### src/rtl/uart_rx_if.sv
// Serial-receive bundle between the line/tick sources and the byte consumer.
// The receiver takes the slave view; whoever drives tick and rx takes master.
interface uart_rx_if #(
    parameter int N_BITS = 8
);
    logic              tick;
    logic              rx;
    logic [N_BITS-1:0] dout;
    logic              rx_done;
    logic              frame_error;
    logic              busy;

    modport master (
        output tick,
        output rx,
        input  dout,
        input  rx_done,
        input  frame_error,
        input  busy
    );

    modport slave (
        input  tick,
        input  rx,
        output dout,
        output rx_done,
        output frame_error,
        output busy
    );
endinterface

### src/rtl/uart_rx.sv
// Oversampling UART receiver: recovers LSB-first frames from a synchronized rx line
// and hands each word over with a one-clock rx_done pulse and a framing-error flag.
module uart_rx #(
    parameter int N_BITS     = 8,
    parameter int SB_TICK    = 16,
    parameter int OVERSAMPLE = 16
) (
    input  logic     clock,
    input  logic     reset,
    uart_rx_if.slave bus
);
    localparam int S_MAX = (OVERSAMPLE > SB_TICK) ? OVERSAMPLE : SB_TICK;
    localparam int S_W   = (S_MAX > 1) ? $clog2(S_MAX) : 1;
    localparam int N_W   = (N_BITS > 1) ? $clog2(N_BITS) : 1;

    localparam logic [S_W-1:0] S_HALF = S_W'(OVERSAMPLE / 2 - 1);
    localparam logic [S_W-1:0] S_LAST = S_W'(OVERSAMPLE - 1);
    localparam logic [S_W-1:0] S_STOP = S_W'(SB_TICK - 1);
    localparam logic [N_W-1:0] N_LAST = N_W'(N_BITS - 1);

    typedef enum logic [1:0] {
        IDLE,
        START,
        DATA,
        STOP
    } state_t;

    state_t            state_reg, state_next;
    logic [S_W-1:0]    s_reg, s_next;
    logic [N_W-1:0]    n_reg, n_next;
    logic [N_BITS-1:0] b_reg, b_next;
    logic [N_BITS-1:0] dout_reg, dout_next;
    logic              fe_reg, fe_next;
    logic              done_reg, done_next;
    logic              busy_reg, busy_next;
    logic [1:0]        rx_sync_reg;
    logic              rx_s;

    // Two-flop synchronizer; resets to the idle (high) line level.
    always_ff @(posedge clock) begin
        if (!reset) begin
            rx_sync_reg <= 2'b11;
        end else begin
            rx_sync_reg <= {rx_sync_reg[0], bus.rx};
        end
    end

    assign rx_s = rx_sync_reg[1];

    always_ff @(posedge clock) begin
        if (!reset) begin
            state_reg <= IDLE;
            s_reg     <= '0;
            n_reg     <= '0;
            b_reg     <= '0;
            dout_reg  <= '0;
            fe_reg    <= 1'b0;
            done_reg  <= 1'b0;
            busy_reg  <= 1'b0;
        end else begin
            state_reg <= state_next;
            s_reg     <= s_next;
            n_reg     <= n_next;
            b_reg     <= b_next;
            dout_reg  <= dout_next;
            fe_reg    <= fe_next;
            done_reg  <= done_next;
            busy_reg  <= busy_next;
        end
    end

    always_comb begin
        state_next = state_reg;
        s_next     = s_reg;
        n_next     = n_reg;
        b_next     = b_reg;
        dout_next  = dout_reg;
        fe_next    = fe_reg;
        done_next  = 1'b0;

        case (state_reg)
            IDLE: begin
                if (!rx_s) begin
                    state_next = START;
                    s_next     = '0;
                end
            end
            START: begin
                if (bus.tick) begin
                    // Half a bit in: a line back at 1 was only a glitch.
                    if (s_reg == S_HALF) begin
                        s_next     = '0;
                        n_next     = '0;
                        state_next = rx_s ? IDLE : DATA;
                    end else begin
                        s_next = s_reg + S_W'(1);
                    end
                end
            end
            DATA: begin
                if (bus.tick) begin
                    if (s_reg == S_LAST) begin
                        s_next = '0;
                        b_next = {rx_s, b_reg[N_BITS-1:1]};
                        if (n_reg == N_LAST) begin
                            n_next     = '0;
                            state_next = STOP;
                        end else begin
                            n_next = n_reg + N_W'(1);
                        end
                    end else begin
                        s_next = s_reg + S_W'(1);
                    end
                end
            end
            STOP: begin
                if (bus.tick) begin
                    if (s_reg == S_STOP) begin
                        s_next     = '0;
                        state_next = IDLE;
                        dout_next  = b_reg;
                        fe_next    = ~rx_s;
                        done_next  = 1'b1;
                    end else begin
                        s_next = s_reg + S_W'(1);
                    end
                end
            end
            default: begin
                state_next = IDLE;
                s_next     = '0;
                n_next     = '0;
            end
        endcase

        busy_next = (state_next != IDLE);
    end

    assign bus.dout        = dout_reg;
    assign bus.rx_done     = done_reg;
    assign bus.frame_error = fe_reg;
    assign bus.busy        = busy_reg;
endmodule
### src/flat_wrapper.sv
// flat-port wrapper written by rule: the top's interface ports become plain ports
module uart_rx_flat 
#(
    parameter int N_BITS     = 8,
    parameter int SB_TICK    = 16,
    parameter int OVERSAMPLE = 16
)
  (clock, reset, bus_tick, bus_rx, bus_dout, bus_rx_done, bus_frame_error, bus_busy);
  uart_rx_if #(.N_BITS(N_BITS)) bus_i ();
  input  logic clock;
  input  logic reset;
  input wire logic [$bits(bus_i.tick)-1:0] bus_tick;
  input wire logic [$bits(bus_i.rx)-1:0] bus_rx;
  output wire logic [$bits(bus_i.dout)-1:0] bus_dout;
  output wire logic [$bits(bus_i.rx_done)-1:0] bus_rx_done;
  output wire logic [$bits(bus_i.frame_error)-1:0] bus_frame_error;
  output wire logic [$bits(bus_i.busy)-1:0] bus_busy;
  assign bus_i.tick = bus_tick;
  assign bus_i.rx = bus_rx;
  assign bus_dout = bus_i.dout;
  assign bus_rx_done = bus_i.rx_done;
  assign bus_frame_error = bus_i.frame_error;
  assign bus_busy = bus_i.busy;
  uart_rx #(.N_BITS(N_BITS), .SB_TICK(SB_TICK), .OVERSAMPLE(OVERSAMPLE)) u_core (.clock(clock), .reset(reset), .bus(bus_i));
endmodule
### config.mk
export PLATFORM = sky130hd
export DESIGN_NAME = uart_rx_flat
export DESIGN_NICKNAME = d
export VERILOG_FILES = /design/src/rtl/uart_rx_if.sv /design/src/rtl/uart_rx.sv /design/src/flat_wrapper.sv
export SDC_FILE = /design/constraint.sdc
export NUM_CORES = 1
export LEC_CHECK = 0
export ABC_AREA = 0
export ABC_CLOCK_PERIOD_IN_PS = 1700
export CAP_MARGIN = 15
export CELL_PAD_IN_SITES_DETAIL_PLACEMENT = 0
export CELL_PAD_IN_SITES_GLOBAL_PLACEMENT = 1
export CORE_ASPECT_RATIO = 1.75
export CORE_MARGIN = 2
export CORE_UTILIZATION = 37
export CTS_CLUSTER_SIZE = 20
export DETAILED_ROUTE_END_ITERATION = 8
export GPL_TIMING_DRIVEN = 0
export PLACE_DENSITY_LB_ADDON = 0.1
export REMOVE_ABC_BUFFERS = 1
export SLEW_MARGIN = 0
export SYNTH_ARGS = -nofsm -noshare
export SYNTH_HDL_FRONTEND = slang
export SYNTH_SLANG_ARGS = --single-unit
### constraint.sdc
create_clock -name clock -period 1.7 [get_ports clock]
set_clock_uncertainty 0.15 [all_clocks]
set_input_delay 0.255 -clock clock [delete_from_list [all_inputs] [get_ports clock]]
set_output_delay 0.255 -clock clock [all_outputs]
set_load 0.01 [all_outputs]
Word-level counts from Yosys, hierarchy flattened:

Index checks and enable logic that the tools add are counted.

* bits in registers: 30
* input bits: 4
* output and inout port bits: 11
* logic and storage cells: 56

* add/subtract/negate cells: 2
* equality and inequality tests: 12
* mux-type cells: 23
* bitwise logic cells: 1
* reduce and logical (&&, ||, !) cells: 9

Operators by type and width (number)
* 2-to-1 mux 4 bit: 5
* 2-to-1 mux 2 bit: 9
* 2-to-1 mux 3 bit: 5
* one-hot mux 4 bit (3 select lines): 1
* AND reduction 3 bit: 4
* one-hot mux 2 bit (4 select lines): 1
* != test 2 x 1 -> 1 bit (second input constant): 3
* != test 2 bit (second input constant): 3
* one-hot mux 3 bit (2 select lines): 1
* AND reduction 5 bit: 1
* adder 4 x 1 -> 4 bit (second input constant): 1
* equality test 2 bit (second input constant): 2
* equality test 4 x 3 -> 1 bit (second input constant): 1
* equality test 4 bit (second input constant): 1
* nonzero test 2 bit: 2
* adder 3 x 1 -> 3 bit (second input constant): 1
* equality test 3 bit (second input constant): 1
* equality test 2 x 1 -> 1 bit (second input constant): 1
* zero test 2 bit: 1
* OR reduction 2 bit: 1
* 2-to-1 mux 1 bit: 1
* inverter 1 bit: 1

Depth between registers and ports, before layout:

Gate-level depths: netlist of run 1.

* word-level depth: 6
* depth in mapped cells: 6
* gate-level depth less buffers: 5

Least setup slack after synthesis of run 1:

Ideal clock, no wire load.

* path type: register -> register
* start: reg u_core.s_reg[0]
* end: reg u_core.b_reg[0]
* library setup time: 128 ps
* arrival: 1310 ps
* setup slack: 112 ps
* cell stages (with the launch flop): 7
* path buffers: 1
* clock period less this slack: 1588 ps
* path through: dfxtp_1 -> ha_1 -> nand2_1 -> nor4b_2 -> buf_4 -> mux2i_1 -> nor2_1

* word-level cells in the longest chain between the ends: 2

RTL lines
* start: declaration: line uart_rx.sv:29 `logic [S_W-1:0] s_reg, s_next;`
* start signal: assignment: line uart_rx.sv:62 `s_reg <= s_next;`
* equality test 4 bit: line uart_rx.sv:102 `if (s_reg == S_LAST) begin`
* AND reduction 3 bit (no line)
* end signal: assignment: line uart_rx.sv:64 `b_reg <= b_next;`
* end: declaration: line uart_rx.sv:31 `logic [N_BITS-1:0] b_reg, b_next;`

No other way between the ends.
A chain may end at the register's enable or synchronous reset.

Worst setup path after layout of run 1:

* start: reg u_core.s_reg[0]
* end: reg u_core.b_reg[4]

Same word-level chain as after synthesis.

==> results.json, run 1 <==
{
  "final_hold_viol_count": 0,
  "yosysTopAreaCell": "dfxtp_1",
  "diodes": 0,
  "synthCells": 140,
  "numClockSinks": 30,
  "clk_latency_ns": 0.27,
  "holdBufCountCts": 0,
  "min_path_cells": 1,
  "synth.top_cell.area_share": 0.4734,
  "gp_congestion": 0.8146,
  "hold_path_class": "flip-flop to flip-flop",
  "grt_max_degree": 28,
  "max-cap-violations": 0,
  "cts.clk_slew.worst_paths_ns": 0.06,
  "vdd_drop_max_mv": 0.5649,
  "areaGrowthSynthToFinish_pct": 25.84,
  "clk_path_buf_depth": 2,
  "syn_area_per_cell_um2": 9.062,
  "crit_chain": "ha_4 > nand2_1 > nor4b_4 > buf_12 > mux2i_1 > nor2_1",
  "min_period_ns": 1.587,
  "drive_gt1_frac": 0.1529,
  "drc": 0,
  "yosys_warnings": 0,
  "drt_first_pass_iters": 2,
  "worst_pin_slew_ns": 0.3782,
  "netlist_top_cells_count": "30 x dfxtp_1, 15 x o21ai_0, 12 x a21oi_1, 12 x nor2_1, 11 x nand2_1",
  "utilization": 0.4797,
  "critical_path_buf_inv_count": 1,
  "port-buffer-count": 14,
  "cts_tree": "done",
  "vias_per_cell": 5.045,
  "cp_max_fo": 8,
  "grt_pass1_wl_mm": 4.133,
  "slew_viol_final": 0,
  "layout_setup_ws_ns": 0.1134,
  "worstPathRequired_ns": 1.70,
  "ios": 15,
  "slew_headroom": 0.7476,
  "ys_ff_latch": 30,
  "grt_usage": 0.1508,
  "setup_viol": 0,
  "initial_core_util": 0.3812,
  "wl_mm": 2.465,
  "critical_path_depth": 6,
  "cp_slowest_stage_delay_ns": 0.37,
  "die_area_um2": 3932,
  "avgRoutedWirePerCell_um": 12.20,
  "core-area_um2": 3328,
  "synth.most_common_cell": "dfxtp_1",
  "grt_pass1_vias": 979,
  "worst-r2r-cell-count": 6,
  "p_per_area_nw_per_um2": 792.1,
  "r2r_slack_ns": 0.11,
  "antenna_found_initial": 0,
  "cp_top_family": "simple AND/OR/NAND/NOR gates",
  "status": "finished, final reports clean",
  "ys.flop_type": "dfxtp_1",
  "max_freq_mhz": 630.3,
  "pre_cts_ws_ns": -0.8386,
  "gr-total-overflow": 0,
  "ys_top_cells_by_area": "dfxtp_1 47%, mux2i_1 7.1%, o21ai_0 5.9%, a21oi_1 4.7%, nor2_1 3.6%",
  "critPathLaunchType": "flip-flop",
  "cp-end-kind": "flip-flop",
  "htree_levels": 2,
  "place.detailed.hpwl_mm": 1.693,
  "cp.arrival_ns": 1.59,
  "clockRootBuffer": "clkbuf_8",
  "syn_area_um2": 1269,
  "ant_nets": 0,
  "finalCritPeriodShare": 0.9333,
  "nNetsFinal": 164,
  "drt_iter0_markers": 11,
  "synth-edff-count": 0,
  "grt_setup_unrepaired": "no",
  "die_h_um": 81.47,
  "ys_seq_area_frac": 0.4734,
  "critPathKind": "flip-flop to flip-flop",
  "numCtsBuffers": 5,
  "synthDistinctLibCells": 34,
  "critPathSlowestCell": "dfxtp_2",
  "std_cell_rows": 28,
  "fp.dieW_um": 48.27,
  "routed-via-count": 1019,
  "async_reset_ff_frac": 0,
  "p_leak_nw": 0.5383
}
==> per-layer routing <==
layer | global-route usage | routed length, um | up-vias
met2 | 0.2605 | 1292 | 16
met3 | 0.05275 | 94 | 7
li1 | - | - | 518
met5 | 0 | 0 | -
met4 | 0.08378 | 84 | 0
met1 | 0.1442 | 994 | 478
==> kinds of logic (layout without fill, tap and decap cells) <==
| kind of cell | count (synthesis) | in the layout | synth area share |
|---|---|---|---|
| buf+inv | 10 | 27 | 0.04239 |
| mux | 9 | 9 | 0.07101 |
| xor+xnor | 1 | 1 | 0.006905 |
| flops | 30 | 30 | 0.4734 |
| simple gates | 52 | 52 | 0.2150 |
| fa+ha+maj | 3 | 3 | 0.02959 |
| compound gates | 35 | 35 | 0.1617 |
==> final timing paths <==
kind                           endpoint                  start
hold reg to reg   u_core.rx_sync_reg[1]  u_core.rx_sync_reg[0]
hold / removal    u_core.rx_sync_reg[1]  u_core.rx_sync_reg[0]
setup / recovery        u_core.b_reg[4]        u_core.s_reg[0]
setup reg to reg        u_core.b_reg[4]        u_core.s_reg[0]
==> worst register-to-register path: cells and delay by family, from the launching register on <==
kind	cells	cell delay, ns
and+or+nand+nor	3	0.42
muxes	1	0.19
DFF	1	0.37
buffers and inverters	1	0.18
adders and majority gates	1	0.17
==> power breakdown <==
part / internal [W] / switching (W)
clock network: 0.000281 / 0.000232
logic: 0.0000172 / 0.0000213
registers: 0.000706 / 0.00000722
==> cell usage in the layout (no fill, tap or decap), types with 2 or more instances in the layout <==
cell | netlist | final
a21oi_1 | 12 | 12
a21oi_2 | 2 | 2
a31oi_1 | 2 | 2
and2_1 | 2 | 2
and3_1 | 3 | 3
buf_12 | 0 | 2
buf_4 | 2 | 2
clkbuf_1 | 4 | 2
clkbuf_8 | 0 | 5
clkdlybuf4s50_1 | 0 | 13
dfxtp_1 | 30 | 25
dfxtp_2 | 0 | 3
dfxtp_4 | 0 | 2
ha_1 | 3 | 2
mux2i_1 | 9 | 9
nand2_1 | 11 | 11
nand2b_1 | 5 | 5
nand3_1 | 7 | 7
nor2_1 | 12 | 12
nor2b_1 | 2 | 2
o21ai_0 | 15 | 15
or3_1 | 2 | 2
==> cell type report <==
class	count	area [um2]
clock buffers	7	76.32
inverters	2	8.758
flip-flops and latches	30	611.8
fillers	351	1732
well taps	45	56.30
repair buffers	18	197.7
multi-input cells	100	645.6
==> repair_timing <==
action	CTS	global route
pin swaps	2	0
buffers inserted	4	0
setup endpoints to repair	23	13
gates resized for setup	7	7
==> per-stage QoR <==
stage	TNS, ns	hold WS [ns]	instance area, um2	instances	total power, W
floorplan	-2.562	0.1780	1222	132	0.0007501
global placement	-14.82	0.2396	1419	191	0.0007681
detailed placement	-15.84	0.2417	1419	191	0.0007689
CTS	0	0.2553	1575	202	0.001284
global route	0	0.2901	1597	202	0.001326
finish	0	0.2547	1597	202	0.001265
No activity file was read; power rests on OpenSTA's default activity.
==> inputs of run 2 (changes only) <==
Settings changed: ABC_CLOCK_PERIOD_IN_PS 1700 to not set, GPL_TIMING_DRIVEN 0 to not set.
==> run 2 against run 1 <==
  * Count of clock-buffer cells in the layout is 2 lower
  * First-iteration DRC count stayed put
  * Final cell count is 5.4% higher
  * Combinational power is 24% higher
  * Non-clock buffer count is 10 higher
  * Sequential share of layout area is 1.6 points lower
  * Die area stayed put
  * Clock power is 38% higher
  * Via count is 1.9% higher
  * Global-route usage is 2.2 points higher
  * Register-to-register slack better by 0.05 ns
==> results.json, run 2 (synthesis results as in run 1) <==
{
  "cts_tree": "done",
  "critPathKind": "flip-flop to output port",
  "critPathSlowestCell": "clkdlybuf4s50_1",
  "htree_levels": 2,
  "fp.dieW_um": 48.27,
  "setup_viol": 0,
  "layout_setup_ws_ns": 0.1458,
  "critical_path_buf_inv_count": 1,
  "timing.hold.ws_ns": 0.2571,
  "drc": 0,
  "ios": 15,
  "cp-end-kind": "output port",
  "cp_max_fo": 2,
  "grt_usage": 0.1726,
  "finalCritPeriodShare": 0.9142,
  "core-area_um2": 3328,
  "numClockSinks": 30,
  "gp_congestion": 0.8388,
  "max_freq_mhz": 643.4,
  "cts.clk_slew.worst_paths_ns": 0.06,
  "critPathLaunchType": "flip-flop",
  "routed-via-count": 1038,
  "layout_commonest_cell": "dfxtp_1",
  "post_cts_buffers": 0,
  "diodes": 0,
  "max-cap-violations": 0,
  "p_leak_nw": 0.5690,
  "drt_iter0_markers": 11,
  "die_area_um2": 3932,
  "nNetsFinal": 174,
  "worstPathRequired_ns": 1.29,
  "cp_slowest_stage_delay_ns": 0.54,
  "p_per_area_nw_per_um2": 889.2,
  "vias_per_cell": 4.873,
  "nFillCells": 342,
  "final_hold_viol_count": 0,
  "numCtsBuffers": 5,
  "grt_pass1_vias": 1078,
  "drive_gt1_frac": 0.2143,
  "std_cell_rows": 28,
  "avgRoutedWirePerCell_um": 12.73,
  "clk_path_buf_depth": 2,
  "clockRootBuffer": "clkbuf_8",
  "place.detailed.hpwl_mm": 2.012,
  "worst_pin_slew_ns": 0.3101,
  "antenna_found_initial": 0,
  "grt_setup_unrepaired": "no",
  "vdd_drop_max_mv": 0.7631,
  "status": "finished, final reports clean",
  "hold_path_class": "flip-flop to flip-flop",
  "cp_top_family": "buffers and inverters",
  "die_h_um": 81.47,
  "pre_cts_ws_ns": -0.1417,
  "ant_nets": 0,
  "clk_latency_ns": 0.28,
  "areaGrowthSynthToFinish_pct": 30.18,
  "slew_headroom": 0.7926,
  "cp.arrival_ns": 1.15,
  "gr-total-overflow": 0,
  "port-buffer-count": 14,
  "min_period_ns": 1.554,
  "initial_core_util": 0.3812,
  "slew_viol_final": 0,
  "crit_chain": "clkdlybuf4s50_1",
  "drt_first_pass_iters": 2,
  "final_cell_mix": "25 x dfxtp_1, 15 x o21ai_0, 14 x clkdlybuf4s50_1, 14 x buf_4",
  "wl_mm": 2.711,
  "grt_pass1_wl_mm": 4.726,
  "grt_max_degree": 20
}
-- run 2: changes by cell type in the layout (fill, tap and decap cells not counted), moves of 2 or more --
cell,before,now
dfxtp_4,2,0
dfxtp_2,3,5
clkbuf_1,2,0
buf_12,2,0
buf_4,2,14
-- run 2: final cells by class --
class | count | area [um2] | area share
Inverter | 2 | 7.507 | 0.004545
Timing Repair Buffer | 28 | 245.2 | 0.1485
Clock buffer | 5 | 68.82 | 0.04167
Multi-Input combinational cell | 100 | 626.9 | 0.3795
Sequential cell | 30 | 606.8 | 0.3674
Clock inverter | 3 | 40.04 | 0.02424
Tap cell | 45 | 56.30 | 0.03409
-- run 2: worst paths after layout --
| check | to | depth (start not counted) | slack [ns] | start |
|---|---|---|---|---|
| worst max-delay path | bus_frame_error | 1 | 0.15 | u_core.bus.frame_error |
| worst min-delay path | u_core.rx_sync_reg[1] | 1 | 0.26 | u_core.rx_sync_reg[0] |
| worst max register to register | u_core.n_reg[2] | 4 | 0.16 | u_core.state_reg[0] |
| worst min register to register | u_core.rx_sync_reg[1] | 1 | 0.26 | u_core.rx_sync_reg[0] |
-- run 2: what timing repair did --
item                       in CTS  in global routing
resized for setup               0                  7
setup endpoints to repair       0                 21
hold buffers                    0                  0
-- run 2: per-layer routing --
metal	track usage	part of all wire	up-vias
met5	0	0	-
met4	0.08919	0.025	0
met3	0.04615	0.027	6
met2	0.3039	0.56	14
met1	0.1712	0.39	480
li1	-	-	538
-- run 2: metrics by stage --
stage | instances | TNS [ns] | instance area (um2) | power (W) | utilization
final | 213 | 0 | 1652 | 0.001469 | 0.4962
after global routing | 213 | 0 | 1652 | 0.001519 | 0.4962
after CTS | 213 | 0 | 1633 | 0.001488 | 0.4906
after detailed placement | 205 | -2.224 | 1524 | 0.0007784 | 0.4579
after global placement | 205 | -1.435 | 1524 | 0.0007770 | 0.4579
after floorplan | 132 | -2.562 | 1222 | 0.0007501 | -
-- run 2: report_power, final --
part           internal [W]  switching, W  leakage [nW]
logic             0.0000240     0.0000236         0.266
clock network      0.000431      0.000275        0.0579
registers          0.000709    0.00000642         0.245
==> inputs of run 3 (changes only) <==
Settings changed: CORE_UTILIZATION 37 to 35, CTS_CLUSTER_SIZE 20 to 12, GPL_ROUTABILITY_DRIVEN set to 0.
==> run 3 against run 2 <==
  * First-iteration DRC count rose by 82%
  * Die area rose by 5.3%
  * Global-route usage fell by 2.5 points
  * Sequential cell count did not move
  * Register-to-register slack got worse by 0.07 ns
  * Sequential share of layout area rose by 0.45 points
==> results.json, run 3 (synthesis results as in run 1) <==
{
  "drt_iter0_markers": 20,
  "avgRoutedWirePerCell_um": 12.84,
  "drt_first_pass_iters": 4,
  "hold_path_class": "flip-flop to flip-flop",
  "die_h_um": 83.65,
  "grt_usage": 0.1474,
  "final_cell_mix": "28 x dfxtp_1, 15 x o21ai_0, 14 x clkdlybuf4s50_1",
  "status": "finished, final reports clean",
  "antenna_found_initial": 0,
  "critPathLaunchType": "flip-flop",
  "critPathSlowestCell": "dfxtp_1",
  "clockRootBuffer": "clkbuf_8",
  "grt_setup_unrepaired": "no",
  "initial_core_util": 0.3568,
  "cp_slowest_stage_delay_ns": 0.38,
  "gr-total-overflow": 0,
  "drc": 0,
  "vias_per_cell": 4.896,
  "critPathKind": "flip-flop to flip-flop",
  "fp.dieW_um": 49.51,
  "cp_max_fo": 8,
  "cp.arrival_ns": 1.63,
  "htree_levels": 2,
  "ant_nets": 0,
  "setup_viol": 0,
  "finalCritPeriodShare": 0.9449,
  "nFillCells": 390,
  "drive_gt1_frac": 0.1758,
  "numClockSinks": 30,
  "ios": 15,
  "std_cell_rows": 29,
  "clk_path_buf_depth": 2,
  "crit_chain": "ha_4 > nand2_1 > nor4b_2 > buf_4 > mux2i_1 > nor2_1",
  "p_per_area_nw_per_um2": 833.9,
  "final_hold_viol_count": 0,
  "power_w": 0.001352,
  "clk_latency_ns": 0.28,
  "slew_viol_final": 0,
  "grt_pass1_vias": 1020,
  "port-buffer-count": 14,
  "cp-end-kind": "flip-flop",
  "grt_pass1_wl_mm": 4.540,
  "areaGrowthSynthToFinish_pct": 27.81,
  "diodes": 0,
  "cts_tree": "done",
  "core-area_um2": 3556,
  "grt_max_degree": 28,
  "worst_pin_slew_ns": 0.2840,
  "max_freq_mhz": 622.5,
  "timing.hold.ws_ns": 0.2604,
  "cts.clk_slew.worst_paths_ns": 0.06,
  "min_period_ns": 1.606,
  "wl_mm": 2.710,
  "numCtsBuffers": 5,
  "vdd_drop_max_mv": 0.4992,
  "nNetsFinal": 171,
  "slew_headroom": 0.8098,
  "multi_input_area_um2": 626.9,
  "r2r_slack_ns": 0.09,
  "max-cap-violations": 0,
  "die_area_um2": 4141,
  "place.detailed.hpwl_mm": 1.912,
  "p_leak_nw": 0.5490,
  "ff_latch_area_um2": 603.1,
  "worstPathRequired_ns": 1.73,
  "layout_commonest_cell": "dfxtp_1",
  "post_cts_buffers": 0,
  "routed-via-count": 1033
}
==> run 3: worst paths after layout <==
kind / start / end / cells past startpoint
worst min register to register: u_core.rx_sync_reg[0] / u_core.rx_sync_reg[1] / 1
worst max-delay path: u_core.s_reg[0] / u_core.b_reg[1] / 6
worst max register to register: u_core.s_reg[0] / u_core.b_reg[1] / 6
worst min-delay path: u_core.rx_sync_reg[0] / u_core.rx_sync_reg[1] / 1
==> run 3: metal layers <==
metal	vias up	wire [um]	part of all wire	global-route usage
li1	534	-	-	-
met1	472	1073	0.40	0.1476
met2	18	1455	0.54	0.2580
met3	9	80	0.030	0.04301
met4	0	101	0.037	0.09343
met5	-	0	0	0
==> run 3: final cells by class <==
cell class / count / area share
sequential: 30 / 0.3719
multi-input combinational: 100 / 0.3866
tap: 46 / 0.03549
inverter: 2 / 0.004630
timing repair buffer: 25 / 0.1451
clock buffer: 7 / 0.05324
clock inverter: 1 / 0.003086
==> run 3: repair_timing <==
| item | 4_1_cts | 5_1_grt |
|---|---|---|
| hold buffers | 0 | 0 |
| resized for setup | 1 | 3 |
| endpoints found under the setup margin | 1 | 15 |
==> run 3: critical path, delay by kind of cell, from the launching register on <==
kind / cells / cell delay, ns
multiplexers: 1 / 0.21
buffers and inverters: 1 / 0.23
adder cells (fa/ha/maj): 1 / 0.18
flip-flops: 1 / 0.38
AND/OR/NAND/NOR: 3 / 0.35
==> run 3: metrics by stage <==
stage | TNS, ns | instances | setup WS, ns | util | cell area, um2
6_report | 0 | 211 | 0.09361 | 0.4560 | 1622
3_3_place_gp | -1.545 | 203 | -0.1398 | 0.4261 | 1515
2_1_floorplan | -2.562 | 132 | -0.3203 | - | 1222
3_5_place_dp | -1.611 | 203 | -0.1577 | 0.4261 | 1515
5_1_grt | 0 | 211 | 0.001791 | 0.4560 | 1622
4_1_cts | 0 | 211 | 0.02885 | 0.4525 | 1609
==> run 3: where the power goes <==
| group | switching (W) | leakage, nW | internal (W) |
|---|---|---|---|
| logic | 0.0000231 | 0.258 | 0.0000255 |
| registers | 0.00000636 | 0.243 | 0.000709 |
| clock network | 0.000262 | 0.0482 | 0.000326 |
